<file path="src/rtl/uart_pkg.sv">
// rtl/uart_pkg.sv - parity modes, FSM encodings and parity helper shared by the UART
package uart_pkg;

  localparam int PAR_NONE = 0;
  localparam int PAR_ODD  = 1;
  localparam int PAR_EVEN = 2;

  typedef enum logic [2:0] {TX_IDLE, TX_START, TX_DATA, TX_PARITY, TX_STOP} tx_state_e;
  typedef enum logic [2:0] {RX_IDLE, RX_START, RX_DATA, RX_PARITY, RX_STOP} rx_state_e;

  // Zero-extended upper bits do not change the XOR, so narrow words can be passed in.
  function automatic logic parity_bit(input logic [7:0] data, input int mode);
    return (mode == PAR_ODD) ? ~(^data) : ^data;
  endfunction

endpackage

</file>
<file path="src/rtl/uart_fifo.sv">
// rtl/uart_fifo.sv - show-ahead RX FIFO; full-FIFO pushes are dropped unless a pop frees a slot
module uart_fifo
  import uart_pkg::*;
#(
  parameter int WIDTH = 8,
  parameter int DEPTH = 16
) (
  input  logic                     clk_i,
  input  logic                     rst_i,
  input  logic                     push_i,
  input  logic [WIDTH-1:0]         data_i,
  input  logic                     pop_i,
  output logic [WIDTH-1:0]         rd_data_o,
  output logic [$clog2(DEPTH):0]   count_o,
  output logic                     full_o,
  output logic                     empty_o
);

  localparam int AW = $clog2(DEPTH);
  localparam logic [AW-1:0] PTR_ONE = 1;
  localparam logic [AW:0]   CNT_ONE = 1;
  localparam logic [AW:0]   CNT_MAX = DEPTH;

  logic [WIDTH-1:0] mem_q [DEPTH];
  logic [AW-1:0]    wr_ptr_q, wr_ptr_d, rd_ptr_q, rd_ptr_d;
  logic [AW:0]      count_q, count_d;
  logic             do_push, do_pop;

  assign full_o    = (count_q == CNT_MAX);
  assign empty_o   = (count_q == '0);
  assign do_pop    = pop_i && !empty_o;
  assign do_push   = push_i && (!full_o || do_pop);
  assign rd_data_o = mem_q[rd_ptr_q];
  assign count_o   = count_q;

  always_comb begin
    wr_ptr_d = do_push ? wr_ptr_q + PTR_ONE : wr_ptr_q;
    rd_ptr_d = do_pop  ? rd_ptr_q + PTR_ONE : rd_ptr_q;
    count_d  = count_q;
    if (do_push && !do_pop) count_d = count_q + CNT_ONE;
    if (!do_push && do_pop) count_d = count_q - CNT_ONE;
  end

  always_ff @(posedge clk_i or posedge rst_i) begin
    if (rst_i) begin
      wr_ptr_q <= '0;
      rd_ptr_q <= '0;
      count_q  <= '0;
    end else begin
      wr_ptr_q <= wr_ptr_d;
      rd_ptr_q <= rd_ptr_d;
      count_q  <= count_d;
    end
  end

  always_ff @(posedge clk_i) begin
    if (do_push) mem_q[wr_ptr_q] <= data_i;
  end

endmodule

</file>
<file path="src/rtl/uart_ctrl.sv">
// rtl/uart_ctrl.sv - UART with 16x oversampled TX/RX, RX FIFO and sticky error flags
module uart_ctrl #(
  parameter int CLK_HZ     = 50_000_000,
  parameter int BAUD       = 115200,
  parameter int DATA_BITS  = 8,
  parameter int PARITY     = 0,
  parameter int STOP_BITS  = 1,
  parameter int FIFO_DEPTH = 16
) (
  input  logic                         clk_50m,
  input  logic                         clear,
  input  logic                         tx_en,
  input  logic [DATA_BITS-1:0]         tx_data,
  input  logic                         tx_valid,
  output logic                         tx_ready,
  output logic                         tx,
  output logic                         tx_busy,
  input  logic                         rx,
  input  logic                         rx_en,
  output logic [DATA_BITS-1:0]         rx_data,
  output logic                         rx_valid,
  input  logic                         rx_ready,
  output logic [$clog2(FIFO_DEPTH):0]  rx_count,
  output logic                         parity_err,
  output logic                         frame_err,
  output logic                         overrun,
  input  logic                         err_clr
);
  import uart_pkg::*;

  localparam int DIV  = (CLK_HZ + BAUD * 8) / (BAUD * 16);
  localparam int DIVW = (DIV > 1) ? $clog2(DIV) : 1;
  localparam logic [DIVW-1:0] DIV_LAST = DIVW'(DIV - 1);
  localparam logic [DIVW-1:0] DIV_ONE  = 1;

  logic [DIVW-1:0] div_q, div_d;
  logic            tick, tx_start, run_q;

  tx_state_e              tx_state_q, tx_state_d;
  logic [3:0]             tx_tick_q, tx_tick_d;
  logic [2:0]             tx_bit_q, tx_bit_d;
  logic [DATA_BITS-1:0]   tx_shift_q, tx_shift_d;
  logic                   tx_par_q, tx_par_d, tx_q, tx_d, tx_bit_end;

  rx_state_e              rx_state_q, rx_state_d;
  logic [3:0]             rx_tick_q, rx_tick_d;
  logic [2:0]             rx_bit_q, rx_bit_d;
  logic [DATA_BITS-1:0]   rx_shift_q, rx_shift_d;
  logic                   rx_s1_q, rx_s2_q, rx_prev_q, rx_fall, rx_sample;
  logic                   rx_perr_q, rx_perr_d, rx_push, perr_set, ferr_set;
  logic                   parity_err_q, parity_err_d, frame_err_q, frame_err_d;
  logic                   overrun_q, overrun_d, fifo_full, fifo_empty, rx_pop;

  // Restarting the divider on TX capture makes every TX bit exactly 16*DIV clocks;
  // an RX frame in flight only sees its sample point shift by under one tick.
  assign tick    = (div_q == DIV_LAST);
  assign div_d   = (tx_start || tick) ? '0 : div_q + DIV_ONE;

  assign tx_ready   = tx_en && run_q && (tx_state_q == TX_IDLE);
  assign tx_busy    = (tx_state_q != TX_IDLE);
  assign tx         = tx_q;
  assign tx_bit_end = tick && (tx_tick_q == 4'd15);

  always_comb begin
    tx_state_d = tx_state_q;
    tx_tick_d  = tx_tick_q;
    tx_bit_d   = tx_bit_q;
    tx_shift_d = tx_shift_q;
    tx_par_d   = tx_par_q;
    tx_start   = 1'b0;
    if (tx_state_q != TX_IDLE && tick) tx_tick_d = tx_tick_q + 4'd1;
    case (tx_state_q)
      TX_IDLE: if (tx_valid && tx_ready) begin
        tx_start   = 1'b1;
        tx_shift_d = tx_data;
        tx_par_d   = parity_bit(8'(tx_data), PARITY);
        tx_tick_d  = '0;
        tx_bit_d   = '0;
        tx_state_d = TX_START;
      end
      TX_START: if (tx_bit_end) tx_state_d = TX_DATA;
      TX_DATA: if (tx_bit_end) begin
        tx_shift_d = tx_shift_q >> 1;
        if (tx_bit_q == 3'(DATA_BITS - 1)) begin
          tx_bit_d   = '0;
          tx_state_d = (PARITY != PAR_NONE) ? TX_PARITY : TX_STOP;
        end else begin
          tx_bit_d = tx_bit_q + 3'd1;
        end
      end
      TX_PARITY: if (tx_bit_end) tx_state_d = TX_STOP;
      TX_STOP: if (tx_bit_end) begin
        if (tx_bit_q == 3'(STOP_BITS - 1)) tx_state_d = TX_IDLE;
        else tx_bit_d = tx_bit_q + 3'd1;
      end
      default: tx_state_d = TX_IDLE;
    endcase
    case (tx_state_d)
      TX_START:  tx_d = 1'b0;
      TX_DATA:   tx_d = tx_shift_d[0];
      TX_PARITY: tx_d = tx_par_d;
      default:   tx_d = 1'b1;
    endcase
  end

  assign rx_fall   = rx_prev_q && !rx_s2_q;
  assign rx_sample = tick && (rx_tick_q == 4'd7);

  always_comb begin
    rx_state_d = rx_state_q;
    rx_tick_d  = rx_tick_q;
    rx_bit_d   = rx_bit_q;
    rx_shift_d = rx_shift_q;
    rx_perr_d  = rx_perr_q;
    rx_push    = 1'b0;
    perr_set   = 1'b0;
    ferr_set   = 1'b0;
    if (rx_state_q != RX_IDLE && tick) rx_tick_d = rx_tick_q + 4'd1;
    case (rx_state_q)
      RX_IDLE: if (rx_fall) begin
        rx_tick_d  = '0;
        rx_state_d = RX_START;
      end
      RX_START: if (rx_sample) begin
        if (rx_s2_q) begin
          rx_state_d = RX_IDLE;
        end else begin
          rx_bit_d   = '0;
          rx_perr_d  = 1'b0;
          rx_state_d = RX_DATA;
        end
      end
      RX_DATA: if (rx_sample) begin
        rx_shift_d = {rx_s2_q, rx_shift_q[DATA_BITS-1:1]};
        if (rx_bit_q == 3'(DATA_BITS - 1)) begin
          rx_state_d = (PARITY != PAR_NONE) ? RX_PARITY : RX_STOP;
        end else begin
          rx_bit_d = rx_bit_q + 3'd1;
        end
      end
      RX_PARITY: if (rx_sample) begin
        rx_perr_d  = (rx_s2_q != parity_bit(8'(rx_shift_q), PARITY));
        rx_state_d = RX_STOP;
      end
      RX_STOP: if (rx_sample) begin
        rx_push    = 1'b1;
        ferr_set   = !rx_s2_q;
        perr_set   = rx_perr_q;
        rx_state_d = RX_IDLE;
      end
      default: rx_state_d = RX_IDLE;
    endcase
    if (!rx_en) begin
      rx_state_d = RX_IDLE;
      rx_push    = 1'b0;
      perr_set   = 1'b0;
      ferr_set   = 1'b0;
    end
  end

  assign rx_pop       = rx_ready && !fifo_empty;
  assign parity_err_d = !err_clr && (parity_err_q || perr_set);
  assign frame_err_d  = !err_clr && (frame_err_q || ferr_set);
  assign overrun_d    = !err_clr && (overrun_q || (rx_push && fifo_full && !rx_pop));
  assign parity_err   = parity_err_q;
  assign frame_err    = frame_err_q;
  assign overrun      = overrun_q;
  assign rx_valid     = !fifo_empty;

  always_ff @(posedge clk_50m or posedge clear) begin
    if (clear) begin
      div_q        <= '0;
      run_q        <= 1'b0;
      tx_state_q   <= TX_IDLE;
      tx_tick_q    <= '0;
      tx_bit_q     <= '0;
      tx_shift_q   <= '0;
      tx_par_q     <= 1'b0;
      tx_q         <= 1'b1;
      rx_s1_q      <= 1'b1;
      rx_s2_q      <= 1'b1;
      rx_prev_q    <= 1'b1;
      rx_state_q   <= RX_IDLE;
      rx_tick_q    <= '0;
      rx_bit_q     <= '0;
      rx_shift_q   <= '0;
      rx_perr_q    <= 1'b0;
      parity_err_q <= 1'b0;
      frame_err_q  <= 1'b0;
      overrun_q    <= 1'b0;
    end else begin
      div_q        <= div_d;
      run_q        <= 1'b1;
      tx_state_q   <= tx_state_d;
      tx_tick_q    <= tx_tick_d;
      tx_bit_q     <= tx_bit_d;
      tx_shift_q   <= tx_shift_d;
      tx_par_q     <= tx_par_d;
      tx_q         <= tx_d;
      rx_s1_q      <= rx;
      rx_s2_q      <= rx_s1_q;
      rx_prev_q    <= rx_s2_q;
      rx_state_q   <= rx_state_d;
      rx_tick_q    <= rx_tick_d;
      rx_bit_q     <= rx_bit_d;
      rx_shift_q   <= rx_shift_d;
      rx_perr_q    <= rx_perr_d;
      parity_err_q <= parity_err_d;
      frame_err_q  <= frame_err_d;
      overrun_q    <= overrun_d;
    end
  end

  uart_fifo #(
    .WIDTH (DATA_BITS),
    .DEPTH (FIFO_DEPTH)
  ) u_fifo (
    .clk_i     (clk_50m),
    .rst_i     (clear),
    .push_i    (rx_push),
    .data_i    (rx_shift_q),
    .pop_i     (rx_pop),
    .rd_data_o (rx_data),
    .count_o   (rx_count),
    .full_o    (fifo_full),
    .empty_o   (fifo_empty)
  );

endmodule

</file>
<file path="config.mk">
export PLATFORM = sky130hd
export DESIGN_NAME = uart_ctrl
export DESIGN_NICKNAME = d
export VERILOG_FILES = /design/src/rtl/uart_pkg.sv /design/src/rtl/uart_fifo.sv /design/src/rtl/uart_ctrl.sv
export SDC_FILE = /design/constraint.sdc
export NUM_CORES = 1
export LEC_CHECK = 0
export ABC_AREA = 1
export CAP_MARGIN = 20
export CORE_ASPECT_RATIO = 1.4
export CORE_MARGIN = 2
export CORE_UTILIZATION = 55
export CTS_CLUSTER_DIAMETER = 120
export DETAILED_ROUTE_END_ITERATION = 6
export PLACE_DENSITY = 0.73
export SETUP_SLACK_MARGIN = 0.02
export SYNTH_ARGS = -nofsm -noshare
export SYNTH_HDL_FRONTEND = slang
export SYNTH_SLANG_ARGS = --single-unit
</file>
<file path="constraint.sdc">
create_clock -name clk_50m -period 4.62 [get_ports clk_50m]
set_clock_uncertainty 0.2 [all_clocks]
set_input_delay 0.924 -clock clk_50m [delete_from_list [all_inputs] [get_ports clk_50m]]
set_output_delay 0.924 -clock clk_50m [all_outputs]
set_load 0.05 [all_outputs]
</file>
==> summary.md, run 1 <==
| Metric | Value |
|---|---|
| Post-route antenna net violation count | `0` |
| Via/cell ratio | `5.61` |
| Number of nets produced by synthesis | `875` |
| Clock root buffer | `clkbuf_16` |
| Number of endpoints failing setup at the final stage | `0` |
| Number of buffers added to fix hold violations after cts | `0` |
| Highest clock frequency the design can meet | `266 MHz` |
| Filler instances | `1223` |
| Number of distinct library cell variants in the gate-level netlist after synthesis | `36` |
| Total Wirelength | `18800 µm` |
| CP delay by family, top | `buffers and inverters` |
| Total number of H-tree levels | `4` |
| Non-Filler Instances | `1078` |
| Die Ht | `152 µm` |
| Initial Utilization | `55.8%` |
| Commonest non-fill, non-tap cell in the layout | `nand2_1` |
| Die area | `16700 µm²` |
| Remaining max-slew budget at the tightest pin | `34.7%` |
| Final weighted congestion in routability-driven placement | `0.852` |
| Number of instances in the placed design | `1047` |
| Average wire length per cell after detail routing | `17.5 µm` |
| Final Critical Period | `3760 ps` |
| Critical Path Slowest Stage Cell | `inv_1` |
| Starting DRT DRC Count | `698` |
| Result of the run | `complete, no violations` |
| Post-CTS Repair Setup Buffers | `0` |
| Initial antenna violation count | `0` |
| Setup repair after global routing missed its margin | `false` |
| Worst path bufs/invs | `3` |
| Resized cells post-CTS | `0` |
| Transition time at the pin with the least slew margin | `979 ps` |
| Arrival time at the worst endpoint | `2630 ps` |
| Largest buffer count on any clock path | `2` |
| Fraction of final layout cells sized beyond drive strength 1 | `7.03%` |
| Vias in the first global route | `6002` |
| Most frequent CP cell | `buf_4` |
| Final cycle utilization of the critical path | `81.4%` |
| Proportion of synthesized flip-flops having asynchronous set or reset | `33.3%` |
| # Max-Cap Violations | `0` |
| Post-synthesis instance total | `841` |
| Final Max Slew Viols | `0` |
| TritonCTS clock tree | `done` |
| Post-route core utilization | `62.7%` |
| Iteration count of the initial detailed-routing pass | `6` |
| Number of buffers inserted during clock tree synthesis | `17` |
| Yosys warnings | `0` |
| Worst Path Required | `3500 ps` |
| Worst setup path category | `reg -> out` |
| Die width | `110 µm` |
| I/O pin cnt | `36` |
| Net count of the finished layout | `904` |
| Critical Path, Cell by Cell | `buf_4 > inv_1 > o21ai_0 > o221ai_1 > nand3_1 > nand2_1 > buf_4` |
| Post-synth design cell area | `8630 µm²` |
| Via count | `6049` |
| Lkg Pwr | `4.28 nW` |
| Minimum setup slack among reg-to-reg paths | `1750 ps` |
| HPWL after detailed placement | `12700 µm` |
| Leading cell types in the layout, fill and taps excluded | `162 x nand2_1, 129 x nor2_1, 128 x edfxtp_1, 88 x o21ai_0, 70 x inv_1` |
| Total gr overflow | `0` |
| Sequential area share after synthesis | `63.1%` |
| Hold Slack | `156 ps` |
| Total number of placement rows | `54` |
| Area of the core | `15500 µm²` |
| Peak ir drop on the vdd network | `549 µV` |
| Reg clk slew, reported paths | `70 ps` |
| Critical Path End Type | `primary output` |
| Aggregate negative setup slack | `0 ps` |
| Final hold viol count | `0` |
| Clock sink count | `192` |
| Synthesized area divided by synthesized cell count | `10.3 µm²` |
| Pin count of the biggest net entering global routing | `66` |
| Number of DRC violations after detailed routing | `0` |
| Clock latency reported for the late side of the worst-skew pair | `430 ps` |
| Startpoint types | `register` |
| Pwr/cell area | `530 nW/µm²` |
| Largest fanout on the critical path | `44` |
| Global-route wire length before repair | `29800 µm` |
| Number of enable-type register cells in the synthesized netlist | `128` |
| Antenna diode instance count | `0` |
| Top flip-flop cell by instance count after synthesis | `edfxtp_1` |
| Class of the tightest hold or removal check | `reg -> reg` |
| Slowest cell delay on critical path | `540 ps` |
| Layout Area Growth over Synthesis | `12.4%` |
| Total GRT Usage | `23.5%` |
| Post-synthesis register bit count | `192` |
| Total of buffers placed on input and output ports | `35` |
[where the power goes]
group	switching [mW]	internal, mW
logic	1.24	0.542
clock network	0.627	0.796
registers	0.0639	1.87
[per-layer routing]
| layer | routed length [µm] | part of all wire (%) | global-route usage [%] |
|---|---|---|---|
| met1 | 7470 | 40 | 28.1 |
| met2 | 9940 | 53 | 40.9 |
| met3 | 975 | 5.2 | 5.22 |
| met4 | 461 | 2.4 | 8.62 |
| met5 | 0 | 0 | 0 |
[cell families (layout without fill, tap and decap cells)]
group	count (synthesis)	count (layout)	synth area share, %
buffers and inverters	103	144	4.64
AND/OR/NAND/NOR	356	356	17.2
adder cells (fa/ha/maj)	18	18	2.70
XOR/XNOR	18	18	1.83
AO/OA/AOI/OAI	153	153	10.4
other	1	1	0.0434
flip-flops	192	192	63.1
[worst paths after layout]
kind,end,startpoint,depth (start not counted)
max,rx_data[5],u_fifo.rd_ptr_q[1]$_DFFE_PP0P_,7
min in group asynchronous,u_fifo.rd_ptr_q[3]$_DFFE_PP0P_,clear,2
max in group asynchronous,rx_s2_q$_DFF_PP1_,clear,3
max reg2reg,u_fifo.count_o[4]$_DFFE_PP0P_,div_q[0]$_DFF_PP0_,18
min,rx_s2_q$_DFF_PP1_,rx_s1_q$_DFF_PP1_,0
min reg2reg,rx_s2_q$_DFF_PP1_,rx_s1_q$_DFF_PP1_,0
[cell usage after synthesis, types with 2 or more instances]
cell type	number	area, µm²
nand2_1	162	608
nand3_1	41	205
xnor2_1	4	35.0
dfrtp_1	60	1500
nor2_1	129	484
xor2_1	14	123
dfstp_2	4	105
o211ai_1	27	203
o221ai_1	13	114
nand2_4	2	22.5
nand4_1	5	31.3
o22ai_1	10	62.6
nor3_1	3	15.0
a21oi_1	10	50.1
o21ai_0	88	440
buf_2	11	55.1
inv_1	71	267
nor2_4	2	22.5
or2_2	2	12.5
edfxtp_1	128	3840
nand3_2	3	30.0
ha_1	17	213
nor2_2	2	12.5
clkbuf_1	19	71.3
o21ai_1	2	10.0
nand2_2	2	12.5
[per-stage QoR]
stage | setup slack [ps] | instance area (µm²) | total power [mW]
after global placement | 1150 | 9130 | 3.69
after CTS | 913 | 9700 | 5.13
after detailed placement | 1090 | 9130 | 3.73
final | 861 | 9700 | 5.14
after global routing | 701 | 9700 | 5.37
after floorplan | 1640 | 8630 | 3.22
[worst reg2reg max path, cell delays in order, from the launching register on]
cell	delay [ps]
dfrtp_1	410
inv_1	70
ha_1	170
nand2_1	90
nor2_4	220
nand2_4	120
inv_2	130
nand2_4	90
nand3_2	110
inv_1	110
fa_1	390
nand2_1	100
nand2_1	60
a21oi_1	160
nand2_1	80
nand2_1	90
nand3_1	70
nand2_1	70
inv_1	30
[state kept, by name (all words and copies together), names as in the netlist, 3 cells and up]
name             flops
u_fifo.mem_q       128
tx_state_q           3
rx_state_q           3
u_fifo.count_o       5
u_fifo.rd_ptr_q      4
tx_shift_q           8
rx_shift_q           8
u_fifo.wr_ptr_q      4
div_q                5
tx_tick_q            4
rx_tick_q            4
rx_bit_q             3
tx_bit_q             3
[final cells by class]
type / count / area, µm² / share of cell area [%]
inverter: 73 / 274 / 2.82
multi-input combinational: 546 / 2780 / 28.7
timing repair buffer: 40 / 380 / 3.92
tap: 196 / 245 / 2.53
clock inverter: 13 / 140 / 1.44
sequential: 192 / 5450 / 56.2
clock buffer: 18 / 429 / 4.42
(Power assumes the default switching activity.)
==> inputs of run 2 (changes only) <==
==> constraint.sdc (replaced) <==
create_clock -name clk_50m -period 3.8 [get_ports clk_50m]
set_clock_uncertainty 0.2 [all_clocks]
set_input_delay 0.76 -clock clk_50m [delete_from_list [all_inputs] [get_ports clk_50m]]
set_output_delay 0.76 -clock clk_50m [all_outputs]
set_load 0.05 [all_outputs]
==> run 2 against run 1 <==
Sequential share of layout area is 0.29 points lower. Clock power increased by 27%. Critical path depth decreased by 1. Critical path type unchanged. Wire length up 0.57%. Design area up 0.52%. Final cell count is 0.37% higher.
==> summary.md, run 2 (synthesized netlist as in run 1, its figures left out) <==
| Metric | Value |
|---|---|
| HPWL after detailed placement | `13100 µm (was 12700 µm)` |
| Pwr/cell area | `647 nW/µm² (was 530 nW/µm²)` |
| Transition time at the pin with the least slew margin | `1040 ps (was 979 ps)` |
| Worst setup path category | `reg -> out (unchanged)` |
| Net count of the finished layout | `907 (was 904)` |
| Initial Utilization | `55.8% (unchanged)` |
| Via count | `6174 (was 6049)` |
| Pin count of the biggest net entering global routing | `66 (unchanged)` |
| Starting DRT DRC Count | `564 (was 698)` |
| Largest register FFs | `128 (unchanged)` |
| Final hold viol count | `0 (unchanged)` |
| Startpoint types | `register (unchanged)` |
| Antenna diode instance count | `0 (unchanged)` |
| Number of endpoints failing setup at the final stage | `0 (unchanged)` |
| Total Wirelength | `18900 µm (was 18800 µm)` |
| Total of buffers placed on input and output ports | `35 (unchanged)` |
| Global-route wire length before repair | `30600 µm (was 29800 µm)` |
| Die width | `110 µm (unchanged)` |
| Reg clk slew, reported paths | `70 ps (about the same)` |
| Pre-CTS worst setup slack | `418 ps (was 1090 ps)` |
| Final Critical Period | `3230 ps` |
| Critical Path, Cell by Cell | `inv_1 > o21ai_0 > o22ai_1 > o211ai_1 > nand2_1 > buf_4 (was buf_4 > inv_1 > o21ai_0 > o221ai_1 > nand3_1 > nand2_1 > buf_4)` |
| Final cycle utilization of the critical path | `85.1%` |
| Critical Path End Type | `primary output (unchanged)` |
| Fraction of final layout cells sized beyond drive strength 1 | `7.67% (was 7.03%)` |
| Aggregate negative setup slack | `0 ps (unchanged)` |
| Resized cells post-CTS | `0 (unchanged)` |
| Hold Slack | `156 ps (about the same)` |
| Result of the run | `complete, no violations (unchanged)` |
| Area of the core | `15500 µm² (unchanged)` |
| Clock latency reported for the late side of the worst-skew pair | `430 ps (about the same)` |
| Die Ht | `152 µm (unchanged)` |
| Vias in the first global route | `6142 (was 6002)` |
| Remaining max-slew budget at the tightest pin | `30.7% (was 34.7%)` |
| Iteration count of the initial detailed-routing pass | `5 (was 6)` |
| Arrival time at the worst endpoint | `2270 ps (was 2630 ps)` |
| Number of DRC violations after detailed routing | `0 (unchanged)` |
| Layout Area Growth over Synthesis | `13.0% (was 12.4%)` |
| Largest registers | `u_fifo.mem_q (128), rx_shift_q (8), tx_shift_q (8) (unchanged)` |
| Post-route antenna net violation count | `0 (unchanged)` |
| Number of buffers inserted during clock tree synthesis | `17 (unchanged)` |
| Post-CTS Repair Setup Buffers | `0 (unchanged)` |
| Clock sink count | `192 (unchanged)` |
| Lkg Pwr | `4.32 nW (was 4.28 nW)` |
| # Max-Cap Violations | `0 (unchanged)` |
| Worst path bufs/invs | `2 (was 3)` |
| Number of buffers added to fix hold violations after cts | `0 (unchanged)` |
| Filler instances | `1224 (was 1223)` |
| Register with the most flip-flops | `u_fifo.mem_q (unchanged)` |
| Area occupied by multi-input gates | `2780 µm² (unchanged)` |
| Peak ir drop on the vdd network | `583 µV (was 549 µV)` |
| Footprint of the flip-flops and latches | `5450 µm² (unchanged)` |
| Total GRT Usage | `23.9% (was 23.5%)` |
| Highest clock frequency the design can meet | `309 MHz` |
| Slowest cell delay on critical path | `480 ps (was 540 ps)` |
| Class of the tightest hold or removal check | `reg -> reg (unchanged)` |
| CP delay by family, top | `buffers and inverters (unchanged)` |
| Critical Path Slowest Stage Cell | `inv_1 (unchanged)` |
| Fin worst setup slack | `567 ps (was 861 ps)` |
| Total number of H-tree levels | `4 (unchanged)` |
| Final weighted congestion in routability-driven placement | `0.949 (was 0.852)` |
| Setup repair after global routing missed its margin | `false (unchanged)` |
| Commonest non-fill, non-tap cell in the layout | `nand2_1 (unchanged)` |
| TritonCTS clock tree | `done (unchanged)` |
| Total gr overflow | `0 (unchanged)` |
| I/O pin cnt | `36 (unchanged)` |
| Final Max Slew Viols | `0 (unchanged)` |
| Initial antenna violation count | `0 (unchanged)` |
| Clock root buffer | `clkbuf_16 (unchanged)` |
| Die area | `16700 µm² (unchanged)` |
| Average wire length per cell after detail routing | `17.5 µm (about the same)` |
| Total number of placement rows | `54 (unchanged)` |
| Largest buffer count on any clock path | `2 (unchanged)` |
| Largest fanout on the critical path | `24 (was 44)` |
| Leading cell types in the layout, fill and taps excluded | `162 x nand2_1, 129 x nor2_1, 128 x edfxtp_1, 88 x o21ai_0, 70 x inv_1 (unchanged)` |
| Worst Path Required | `2840 ps (was 3500 ps)` |
| Via/cell ratio | `5.71 (was 5.61)` |
run 2: layout make-up:
| cell class | instances | area share [%] |
|---|---|---|
| Timing Repair Buffer | 43 | 4.00 |
| Sequential cell | 192 | 55.9 |
| Tap cell | 196 | 2.51 |
| Inverter | 73 | 2.81 |
| Multi-Input combinational cell | 546 | 28.5 |
| Clock inverter | 15 | 1.89 |
| Clock buffer | 17 | 4.36 |
run 2: layer usage:
layer,track usage (%),share of wire [%],up-vias
met5,0,0,-
met2,41.7,54,220
met4,10.5,3.8,0
met1,28.4,37,2968
met3,3.85,5.3,52
li1,-,-,2934
run 2: power by group:
group	internal (mW)	switching, mW	leakage (nW)
Combinational	0.653	1.50	1.75
Sequential	2.27	0.0898	2.27
Clock	0.949	0.847	0.295
Total	3.87	2.43	4.32
run 2: path summary, 6_finish.rpt:
kind                            depth (start not counted)  slack [ps]                            from                            end
worst max-delay path                                    6         570  u_fifo.rd_ptr_q[1]$_DFFE_PP0P_                     rx_data[4]
worst min-delay path                                    0         160               rx_s1_q$_DFF_PP1_              rx_s2_q$_DFF_PP1_
worst max register to register                         18         910              div_q[0]$_DFF_PP0_  u_fifo.count_o[4]$_DFFE_PP0P_
worst min register to register                          0         160               rx_s1_q$_DFF_PP1_              rx_s2_q$_DFF_PP1_
max in group asynchronous                               3        2110                           clear                   tx$_DFF_PP1_
min in group asynchronous                               2         520                           clear            frame_err$_DFF_PP0_
run 2: stage by stage:
step / instances / util (%) / instance area, µm² / power [mW]
after floorplan: 841 / - / 8630 / 3.92
after global placement: 1050 / 59.1 / 9140 / 4.48
after detailed placement: 1050 / 59.1 / 9140 / 4.53
after CTS: 1082 / 63.0 / 9750 / 6.31
after global routing: 1082 / 63.0 / 9750 / 6.62
final: 1082 / 63.0 / 9750 / 6.31
